==> src/rtl/cpu_pkg.sv <==
// Shared fetch-path types: instruction/address widths, fetch FSM states and the queued entry layout.
package cpu_pkg;
  localparam int INST_W = 32;
  localparam int ADDR_W = 32;
  localparam logic [INST_W-1:0] NOP_INST = 32'h0;

  typedef enum logic [1:0] {IDLE, REQ, DROP} fetch_state_t;

  typedef struct packed {
    logic [ADDR_W-1:0] pc4;
    logic [INST_W-1:0] inst;
  } fetch_entry_t;
endpackage

==> src/rtl/fetch_fifo.sv <==
// Generic first-word fall-through FIFO with synchronous clear; head reads 0 when empty.
// No internal overflow guard: the parent only pushes when a slot is guaranteed free.
module fetch_fifo #(
  parameter int DEPTH = 4,
  parameter int W     = 64
) (
  input  logic                   clk,
  input  logic                   rst,
  input  logic                   clr,
  input  logic                   push,
  input  logic [W-1:0]           push_dat,
  input  logic                   pop,
  output logic [W-1:0]           head_dat,
  output logic [$clog2(DEPTH):0] count
);
  localparam int PW = $clog2(DEPTH);

  logic [W-1:0]  mem [DEPTH];
  logic [PW-1:0] wr_ptr;
  logic [PW-1:0] rd_ptr;

  always_ff @(posedge clk) begin
    if (rst || clr) begin
      wr_ptr <= '0;
      rd_ptr <= '0;
      count  <= '0;
    end else begin
      if (push) wr_ptr <= wr_ptr + PW'(1);
      if (pop)  rd_ptr <= rd_ptr + PW'(1);
      count <= count + {{PW{1'b0}}, push} - {{PW{1'b0}}, pop};
    end
  end

  always_ff @(posedge clk) begin
    if (push) mem[wr_ptr] <= push_dat;
  end

  assign head_dat = (count == '0) ? '0 : mem[rd_ptr];
endmodule

==> src/rtl/inst_fetch_queue.sv <==
// Fetch front end: one outstanding imem request, responses queued as {pc+4, inst} toward IF/ID.
// First out_valid_o 2 cycles after start at zero-latency memory; FETCH_PERF_EN adds perf counters.
module inst_fetch_queue
  import cpu_pkg::*;
#(
  parameter int          DEPTH    = 4,
  parameter logic [31:0] RESET_PC = 32'h0000_0000
) (
  input  logic                   clk_i,
  input  logic                   rst_i,
  input  logic                   start_i,
  input  logic                   flush_i,
  input  logic [ADDR_W-1:0]      redirect_pc_i,
  output logic                   imem_req_o,
  output logic [ADDR_W-1:0]      imem_addr_o,
  input  logic                   imem_ack_i,
  input  logic [INST_W-1:0]      imem_data_i,
  output logic                   out_valid_o,
  input  logic                   out_ready_i,
  output logic [INST_W-1:0]      out_inst_o,
  output logic [ADDR_W-1:0]      out_pc4_o,
`ifdef FETCH_PERF_EN
  output logic [31:0]            perf_fetch_o,
  output logic [31:0]            perf_drop_o,
`endif
  output logic [$clog2(DEPTH):0] count_o
);
  localparam int CW = $clog2(DEPTH) + 1;
  localparam logic [CW-1:0] DEPTH_C = CW'(DEPTH);

  fetch_state_t      state;
  logic [ADDR_W-1:0] fetch_pc;
  logic [CW-1:0]     count;
  logic [CW-1:0]     next_count;
  logic              ack;
  logic              push;
  logic              pop;
  logic              credit;
  fetch_entry_t      head;
  fetch_entry_t      push_entry;

  assign ack        = imem_req_o & imem_ack_i;
  assign push       = ack & (state == REQ) & ~flush_i;
  assign pop        = out_valid_o & out_ready_i & ~flush_i;
  assign next_count = count + CW'(push) - CW'(pop);
  // A request is only launched if its response is certain to find a free slot.
  assign credit     = next_count < DEPTH_C;
  assign push_entry = '{pc4: imem_addr_o + 32'd4, inst: imem_data_i};

  fetch_fifo #(.DEPTH(DEPTH), .W($bits(fetch_entry_t))) u_fifo (
    .clk      (clk_i),
    .rst      (rst_i),
    .clr      (flush_i),
    .push     (push),
    .push_dat (push_entry),
    .pop      (pop),
    .head_dat (head),
    .count    (count)
  );

  assign out_valid_o = (count != '0);
  assign out_inst_o  = out_valid_o ? head.inst : NOP_INST;
  assign out_pc4_o   = out_valid_o ? head.pc4 : '0;
  assign count_o     = count;

  always_ff @(posedge clk_i) begin
    if (rst_i) begin
      state       <= IDLE;
      fetch_pc    <= RESET_PC;
      imem_req_o  <= 1'b0;
      imem_addr_o <= RESET_PC;
    end else if (flush_i) begin
      // An unanswered request cannot be withdrawn: park in DROP until its ack.
      if (imem_req_o && !imem_ack_i) begin
        state    <= DROP;
        fetch_pc <= redirect_pc_i;
      end else if (start_i) begin
        state       <= REQ;
        imem_req_o  <= 1'b1;
        imem_addr_o <= redirect_pc_i;
        fetch_pc    <= redirect_pc_i + 32'd4;
      end else begin
        state      <= IDLE;
        imem_req_o <= 1'b0;
        fetch_pc   <= redirect_pc_i;
      end
    end else begin
      case (state)
        IDLE: begin
          if (start_i && credit) begin
            state       <= REQ;
            imem_req_o  <= 1'b1;
            imem_addr_o <= fetch_pc;
            fetch_pc    <= fetch_pc + 32'd4;
          end
        end
        REQ, DROP: begin
          if (ack) begin
            if (start_i && credit) begin
              state       <= REQ;
              imem_addr_o <= fetch_pc;
              fetch_pc    <= fetch_pc + 32'd4;
            end else begin
              state      <= IDLE;
              imem_req_o <= 1'b0;
            end
          end
        end
        default: begin
          state      <= IDLE;
          imem_req_o <= 1'b0;
        end
      endcase
    end
  end

`ifdef FETCH_PERF_EN
  always_ff @(posedge clk_i) begin
    if (rst_i) begin
      perf_fetch_o <= '0;
      perf_drop_o  <= '0;
    end else begin
      if (push) perf_fetch_o <= perf_fetch_o + 32'd1;
      if (ack && (flush_i || state == DROP)) perf_drop_o <= perf_drop_o + 32'd1;
    end
  end
`endif
endmodule

==> config.mk <==
export PLATFORM = sky130hd
export DESIGN_NAME = inst_fetch_queue
export DESIGN_NICKNAME = d
export VERILOG_FILES = /design/src/rtl/cpu_pkg.sv /design/src/rtl/fetch_fifo.sv /design/src/rtl/inst_fetch_queue.sv
export SDC_FILE = /design/constraint.sdc
export NUM_CORES = 1
export LEC_CHECK = 0
export BUFFER_PORTS_ARGS = -buffer_cell sky130_fd_sc_hd__clkbuf_2
export CELL_PAD_IN_SITES_DETAIL_PLACEMENT = 1
export CELL_PAD_IN_SITES_GLOBAL_PLACEMENT = 1
export CORE_MARGIN = 1.5
export CORE_UTILIZATION = 52
export CTS_CLUSTER_DIAMETER = 200
export CTS_CLUSTER_SIZE = 10
export DETAILED_ROUTE_END_ITERATION = 7
export PLACE_DENSITY = 0.95
export SETUP_SLACK_MARGIN = 0.3
export SLEW_MARGIN = 20
export SYNTH_ARGS = -nofsm -noshare
export SYNTH_HDL_FRONTEND = slang
export SYNTH_SLANG_ARGS = --single-unit
==> constraint.sdc <==
create_clock -name clk_i -period 10.3 [get_ports clk_i]
set_clock_uncertainty 0.15 [all_clocks]
set_input_delay 1.545 -clock clk_i [delete_from_list [all_inputs] [get_ports clk_i]]
set_output_delay 1.545 -clock clk_i [all_outputs]
set_load 0.01 [all_outputs]
==> reports/summary.txt, run 1 <==
Post-Syn Instances -> 1,029
vias in the first global route -> 10,170
clk_lat worst skew -> 0.52 ns
measured slew at the worst slew-check pin -> 1.104 ns
Power Dens Cells -> 172.8 nW/um^2
area share of the largest cell type after synthesis -> 52.02%
Vias -> 9,536
final setup vio count -> 0
# H-tree levels -> 2
Avg WL per Cell -> 24.57 um
most frequent cells in the layout -> edfxtp_1 (256), clkbuf_2 (170), dfxtp_1 (74), and2_1 (71), mux4_2 (64)
Max-Cap Viols -> 0
number of synthesized register bits -> 332
f_max -> 155.6 MHz
Ports -> 171
worst path required time -> 10.56 ns
crit path launch type -> primary input
antenna violations before repair -> 1
setup bufs post-CTS -> 0
Buffers on Ports -> 170
Max clock buf depth -> 3
Ys Warns -> 0
Hold Slack -> 0.3528 ns
post-route ant nets -> 0
Post-synth EDFFs -> 256
Routability Congestion -> 0.8870
drt pass-1 iters -> 5
vias per cell -> 6.055
area leader, netlist -> edfxtp_1
Synthesized Nets -> 1,112
syn_area_per_cell -> 14.36 sq um
Slew Viols, Final -> 0
worst-path fanout max -> 63
outcome -> finished clean
row count -> 61
TritonCTS clock tree -> yes
crit path kind -> primary input to register
VDD IR max -> 0.1101 mV
Die Ht -> 171.6 um
synth unique cells -> 62
crit end category -> register
sequential element share of the synthesized area -> 62.32%
DIE AREA -> 29,440 sq um
unrepaired setup endpoints after global routing -> false
initial drt markers -> 776
Core Box Area -> 27,860 sq um
Antenna diodes -> 0
global route total overflow -> 0
Final Cycle Share -> 62.39%
setup TNS -> 0 ns
Synth area leaders -> edfxtp_1 (52%), dfxtp_1 (10%), mux4_2 (9.8%)
worst min path class -> register to register
CTS buffer count -> 39
first-pass GRT wire length -> 58.76 mm
Die Wd -> 171.6 um
largest net degree at the start of global routing -> 67
commonest non-fill, non-tap cell in the layout -> edfxtp_1
fin crit period -> 6.426 ns
Post-Syn Area -> 14,780 sq um
crit path DAT -> 6.69 ns
ratio of cells with drive above 1 in the final layout -> 26.23%
Initial Utilization -> 53.04%
total track usage -> 26.68%
nets@finish -> 1,269
area grow syn2layout -> 15.05%
Routed WL -> 38.70 mm
Worst-path clk slew -> 0.06 ns
drt drc -> 0
post-CTS sizing -> 0
Hold-fix buffers, CTS -> 0
post-DP HPWL -> 24.14 mm
Main synth FF type -> edfxtp_1
Leak -> 5.886 nW
CTS root buffer -> clkbuf_16
slew margin rel. -> 25.96%
Hold Fails Final Rpt -> 0
ys async rst share -> 0%
clk sinks -> 332
[path summary, 6_finish.rpt]
| kind | slack (ns) | startpoint | cells after the start | end |
|---|---|---|---|---|
| setup / recovery | 3.87 | flush_i | 14 | imem_addr_o[2]$_SDFFE_PP0P_ |
| hold / removal | 0.35 | fetch_pc[1]$_SDFFE_PP0P_ | 2 | fetch_pc[1]$_SDFFE_PP0P_ |
| setup reg to reg | 5.95 | u_fifo.count[1]$_SDFF_PP0_ | 12 | imem_addr_o[2]$_SDFFE_PP0P_ |
| hold reg to reg | 0.35 | fetch_pc[1]$_SDFFE_PP0P_ | 2 | fetch_pc[1]$_SDFFE_PP0P_ |
[stage by stage]
step                      worst slack [ns]  instances  cell area, sq um  utilization, %  power (W)
after CTS                            3.948       1575             17000           61.01   0.002955
after global routing                 3.574       1575             17000           61.02   0.003017
after detailed placement             3.393       1523             15930           57.17   0.001753
after floorplan                      5.793       1029             14780               -   0.001659
after global placement               3.505       1522             15900           57.08   0.001733
final                                3.874       1575             17000           61.02   0.002938
[routing by layer]
layer	wire [um]	GRT usage, %
met4	1189	10.11
met1	15310	33.10
met3	2510	4.671
met2	19690	46.61
met5	0	0
[registers in the layout (all words and copies together), names as in the netlist, named ones only]
register       count
u_fifo.rd_ptr      2
imem_req_o         1
u_fifo.wr_ptr      2
state              2
u_fifo.count       3
u_fifo.mem       256
fetch_pc          32
imem_addr_o       32
[cell usage after synthesis (all sizes together), types with 2 or more instances]
master and count:
nand2 45, and2 76, a31oi 3, and4 13, o21a 2, and3 16
dfxtp 76, o31a 11, o21ai 5, buf 23, nor4 21, o31ai 6
inv 20, ha 12, or4 3, xor2 21, nor3 29, nand2b 2
o211ai 3, nand4 30, o22ai 5, a211oi 44, nand3 31, mux4 64
clkbuf 41, xnor2 48, a311oi 4, nor4b 2, edfxtp 256, nor2 58
mux2i 29, a21oi 13
[critical path, stage by stage]
cell      delay (ns)
clkbuf_2        0.08
buf_4           0.63
clkinv_1        1.13
and3_1          0.52
ha_1            0.29
inv_1           0.04
ha_1            0.21
fa_1            0.38
xor3_2          0.33
o211ai_4        0.28
o21ai_4         0.22
buf_4           0.50
o21ai_0         0.20
a211oi_1        0.29
[cells by family (layout without fill, tap and decap cells)]
group | Yosys count | count (layout) | synth area share, %
buffers and inverters | 85 | 253 | 2.472
xor gates and xnor gates | 70 | 70 | 4.259
muxes | 93 | 93 | 11.72
AOI/OAI and AO/OA | 106 | 106 | 5.411
adders and majority gates | 13 | 13 | 1.152
and+or+nand+nor | 330 | 330 | 12.67
DFF | 332 | 332 | 62.32
[where the power goes]
group	total, W	internal (W)	switching (W)
clock network	0.00121	0.000699	0.000506
registers	0.00153	0.00148	0.0000451
logic	0.000207	0.0000760	0.000131
[layout make-up]
| class | count | area [sq um] |
|---|---|---|
| timing repair buffer | 180 | 945.9 |
| tap | 378 | 473.0 |
| fill | 2694 | 10860 |
| clock inverter | 3 | 33.78 |
| clock buffer | 49 | 1035 |
| inverter | 21 | 78.83 |
| multi-input combinational | 612 | 5220 |
| sequential | 332 | 9214 |
(Power assumes the default switching activity.)
==> run 2, diff against run 1 <==
- CORE_UTILIZATION: 52 -> 44
- PLACE_DENSITY: 0.95 -> 0.88
- clock period: 10.3 -> 5.5 ns (I/O delays scaled with it)
==> run 2 against run 1 <==
  * Total power grew 88%
  * Clock-buffer cell count is 9 higher
  * Worst setup slack got worse by 2.5 ns
  * Sequential share of layout area shrank 0.46 points
  * Flip-flop and latch count stayed put
  * Cell count increased by 5.1%
  * Non-clock buffer count up 7
  * Die area increased by 18%
  * Via count is 1.9% lower
  * Combinational power grew 84%
==> reports/summary.txt, run 2 (synthesized netlist as in run 1, its figures left out) <==
outcome -> finished clean
Hold Crit Endpoint -> fetch_pc[1]$_SDFFE_PP0P_
Leak -> 5.928 nW
DP Worst Slack -> 1.356 ns
Vias -> 9,352
final setup vio count -> 0
post-DP HPWL -> 25.63 mm
# H-tree levels -> 2
reg2reg start -> u_fifo.count[1]$_SDFF_PP0_
Worst Setup SP -> u_fifo.count[1]$_SDFF_PP0_
hold path depth -> 2
antenna violations before repair -> 0
Routed WL -> 37.06 mm
max reg flops -> 256
Slew Viols, Final -> 0
VDD IR max -> 0.1786 mV
DIE AREA -> 34,690 sq um
Power Dens Cells -> 321.9 nW/um^2
Worst path slowest cell -> buf_4
CTS buffer count -> 39
nets@finish -> 1,276
unrepaired setup endpoints after global routing -> false
CP top delay family -> buffers and inverters
Hold-fix buffers, CTS -> 0
initial drt markers -> 613
worst min path class -> register to register
Initial Utilization -> 45.07%
clk_lat worst skew -> 0.52 ns
ratio of cells with drive above 1 in the final layout -> 26.46%
worst-path fanout max -> 66
worst r2r dst -> imem_addr_o[17]$_SDFFE_PP0P_
crit path DAT -> 4.37 ns
worst r2r path cells -> 13
vias in the first global route -> 9,848
post-CTS sizing -> 0
area grow syn2layout -> 16.03%
Ports -> 171
crit path launch type -> register
critical path, cell by cell -> or3_2 -> buf_4 -> and3_1 -> ha_1 -> inv_1 -> ha_1 -> fa_1 -> xor3_2 -> o211ai_4 -> o21ai_4 -> buf_4 -> nor2_1 -> a311oi_1
measured slew at the worst slew-check pin -> 1.108 ns
Die Ht -> 186.3 um
Max clock buf depth -> 3
worst path buffer plus inverter count -> 3
global route total overflow -> 0
first-pass GRT wire length -> 56.17 mm
commonest non-fill, non-tap cell in the layout -> edfxtp_1
post-route ant nets -> 0
Antenna diodes -> 0
slew margin rel. -> 26.12%
Final Cycle Share -> 74.38%
crit-path max cell delay -> 0.50 ns
Biggest register -> u_fifo.mem
worst path required time -> 5.78 ns
biggest regs -> u_fifo.mem: 256 flops, fetch_pc: 32 flops, imem_addr_o: 32 flops
setup TNS -> 0 ns
fin crit period -> 4.091 ns
total track usage -> 21.47%
hold_sp -> fetch_pc[1]$_SDFFE_PP0P_
setup bufs post-CTS -> 0
Avg WL per Cell -> 22.40 um
Routability Congestion -> 0.8188
Worst-path clk slew -> 0.06 ns
CTS root buffer -> clkbuf_16
TritonCTS clock tree -> yes
drt pass-1 iters -> 4
Buffers on Ports -> 170
crit path kind -> register to register
largest net degree at the start of global routing -> 67
Tot Pwr -> 0.005519 W
f_max -> 244.4 MHz
R2R Setup Slk -> 1.41 ns
Max-Cap Viols -> 0
clk sinks -> 332
# fillers -> 3,315
Hold Fails Final Rpt -> 0
drt drc -> 0
Die Wd -> 186.3 um
crit end category -> register
most frequent cells in the layout -> edfxtp_1 (256), clkbuf_2 (170), dfxtp_1 (74), and2_1 (71), mux4_2 (64)
final core occ -> 52.30%
Core Box Area -> 32,780 sq um
setup slack after layout -> 1.409 ns
row count -> 66
vias per cell -> 5.651
[run 2: worst register-to-register path, delay by kind of cell, from the launching register on]
| family | cells | cell delay [ns] |
|---|---|---|
| flops | 1 | 0.34 |
| buf+inv | 3 | 0.87 |
| xor+xnor | 1 | 0.34 |
| simple gates | 3 | 0.88 |
| compound gates | 3 | 0.57 |
| fa+ha+maj | 3 | 0.85 |
[run 2: area by class of cell]
cell class                      count  area [sq um]  share of cell area, %
Sequential cell                   332          9214                  53.74
Multi-Input combinational cell    612          5219                  30.44
Clock buffer                       58          1069                  6.232
Timing Repair Buffer              187         978.4                  5.707
Tap cell                          442         553.0                  3.226
Inverter                           21         78.83                 0.4598
Clock inverter                      3         33.78                 0.1970
[run 2: worst max path at each step]
stage	slack, ns	cells after the start	to
final	1.41	13	imem_addr_o[17]$_SDFFE_PP0P_
after global routing	1.15	13	imem_addr_o[0]$_SDFFE_PP0P_
after CTS	1.36	13	imem_addr_o[17]$_SDFFE_PP0P_
after detailed placement	1.36	13	imem_addr_o[17]$_SDFFE_PP0P_
after global placement	1.52	13	imem_addr_o[17]$_SDFFE_PP0P_
after floorplan	1.71	13	fetch_pc[21]$_SDFFE_PP0P_
[run 2: per-layer routing]
| metal | track usage (%) | vias up | routed length (um) |
|---|---|---|---|
| met3 | 4.537 | 64 | 2365 |
| met2 | 37.21 | 281 | 18230 |
| li1 | - | 4301 | - |
| met5 | 0 | - | 0 |
| met4 | 6.774 | 0 | 964 |
| met1 | 26.95 | 4706 | 15500 |
[run 2: per-stage QoR]
stage	cell area (sq um)	hold WS (ns)	instances
after detailed placement	16040	0.3569	1594
after CTS	17140	0.3597	1655
after global routing	17150	0.3691	1655
final	17150	0.3755	1655
after global placement	16040	0.3326	1594
after floorplan	14780	0.3064	1029
[run 2: report_power, final]
group | total (W) | internal (W) | switching (W)
registers | 0.00285 | 0.00277 | 0.0000792
logic | 0.000381 | 0.000138 | 0.000242
clock network | 0.00229 | 0.00134 | 0.000952
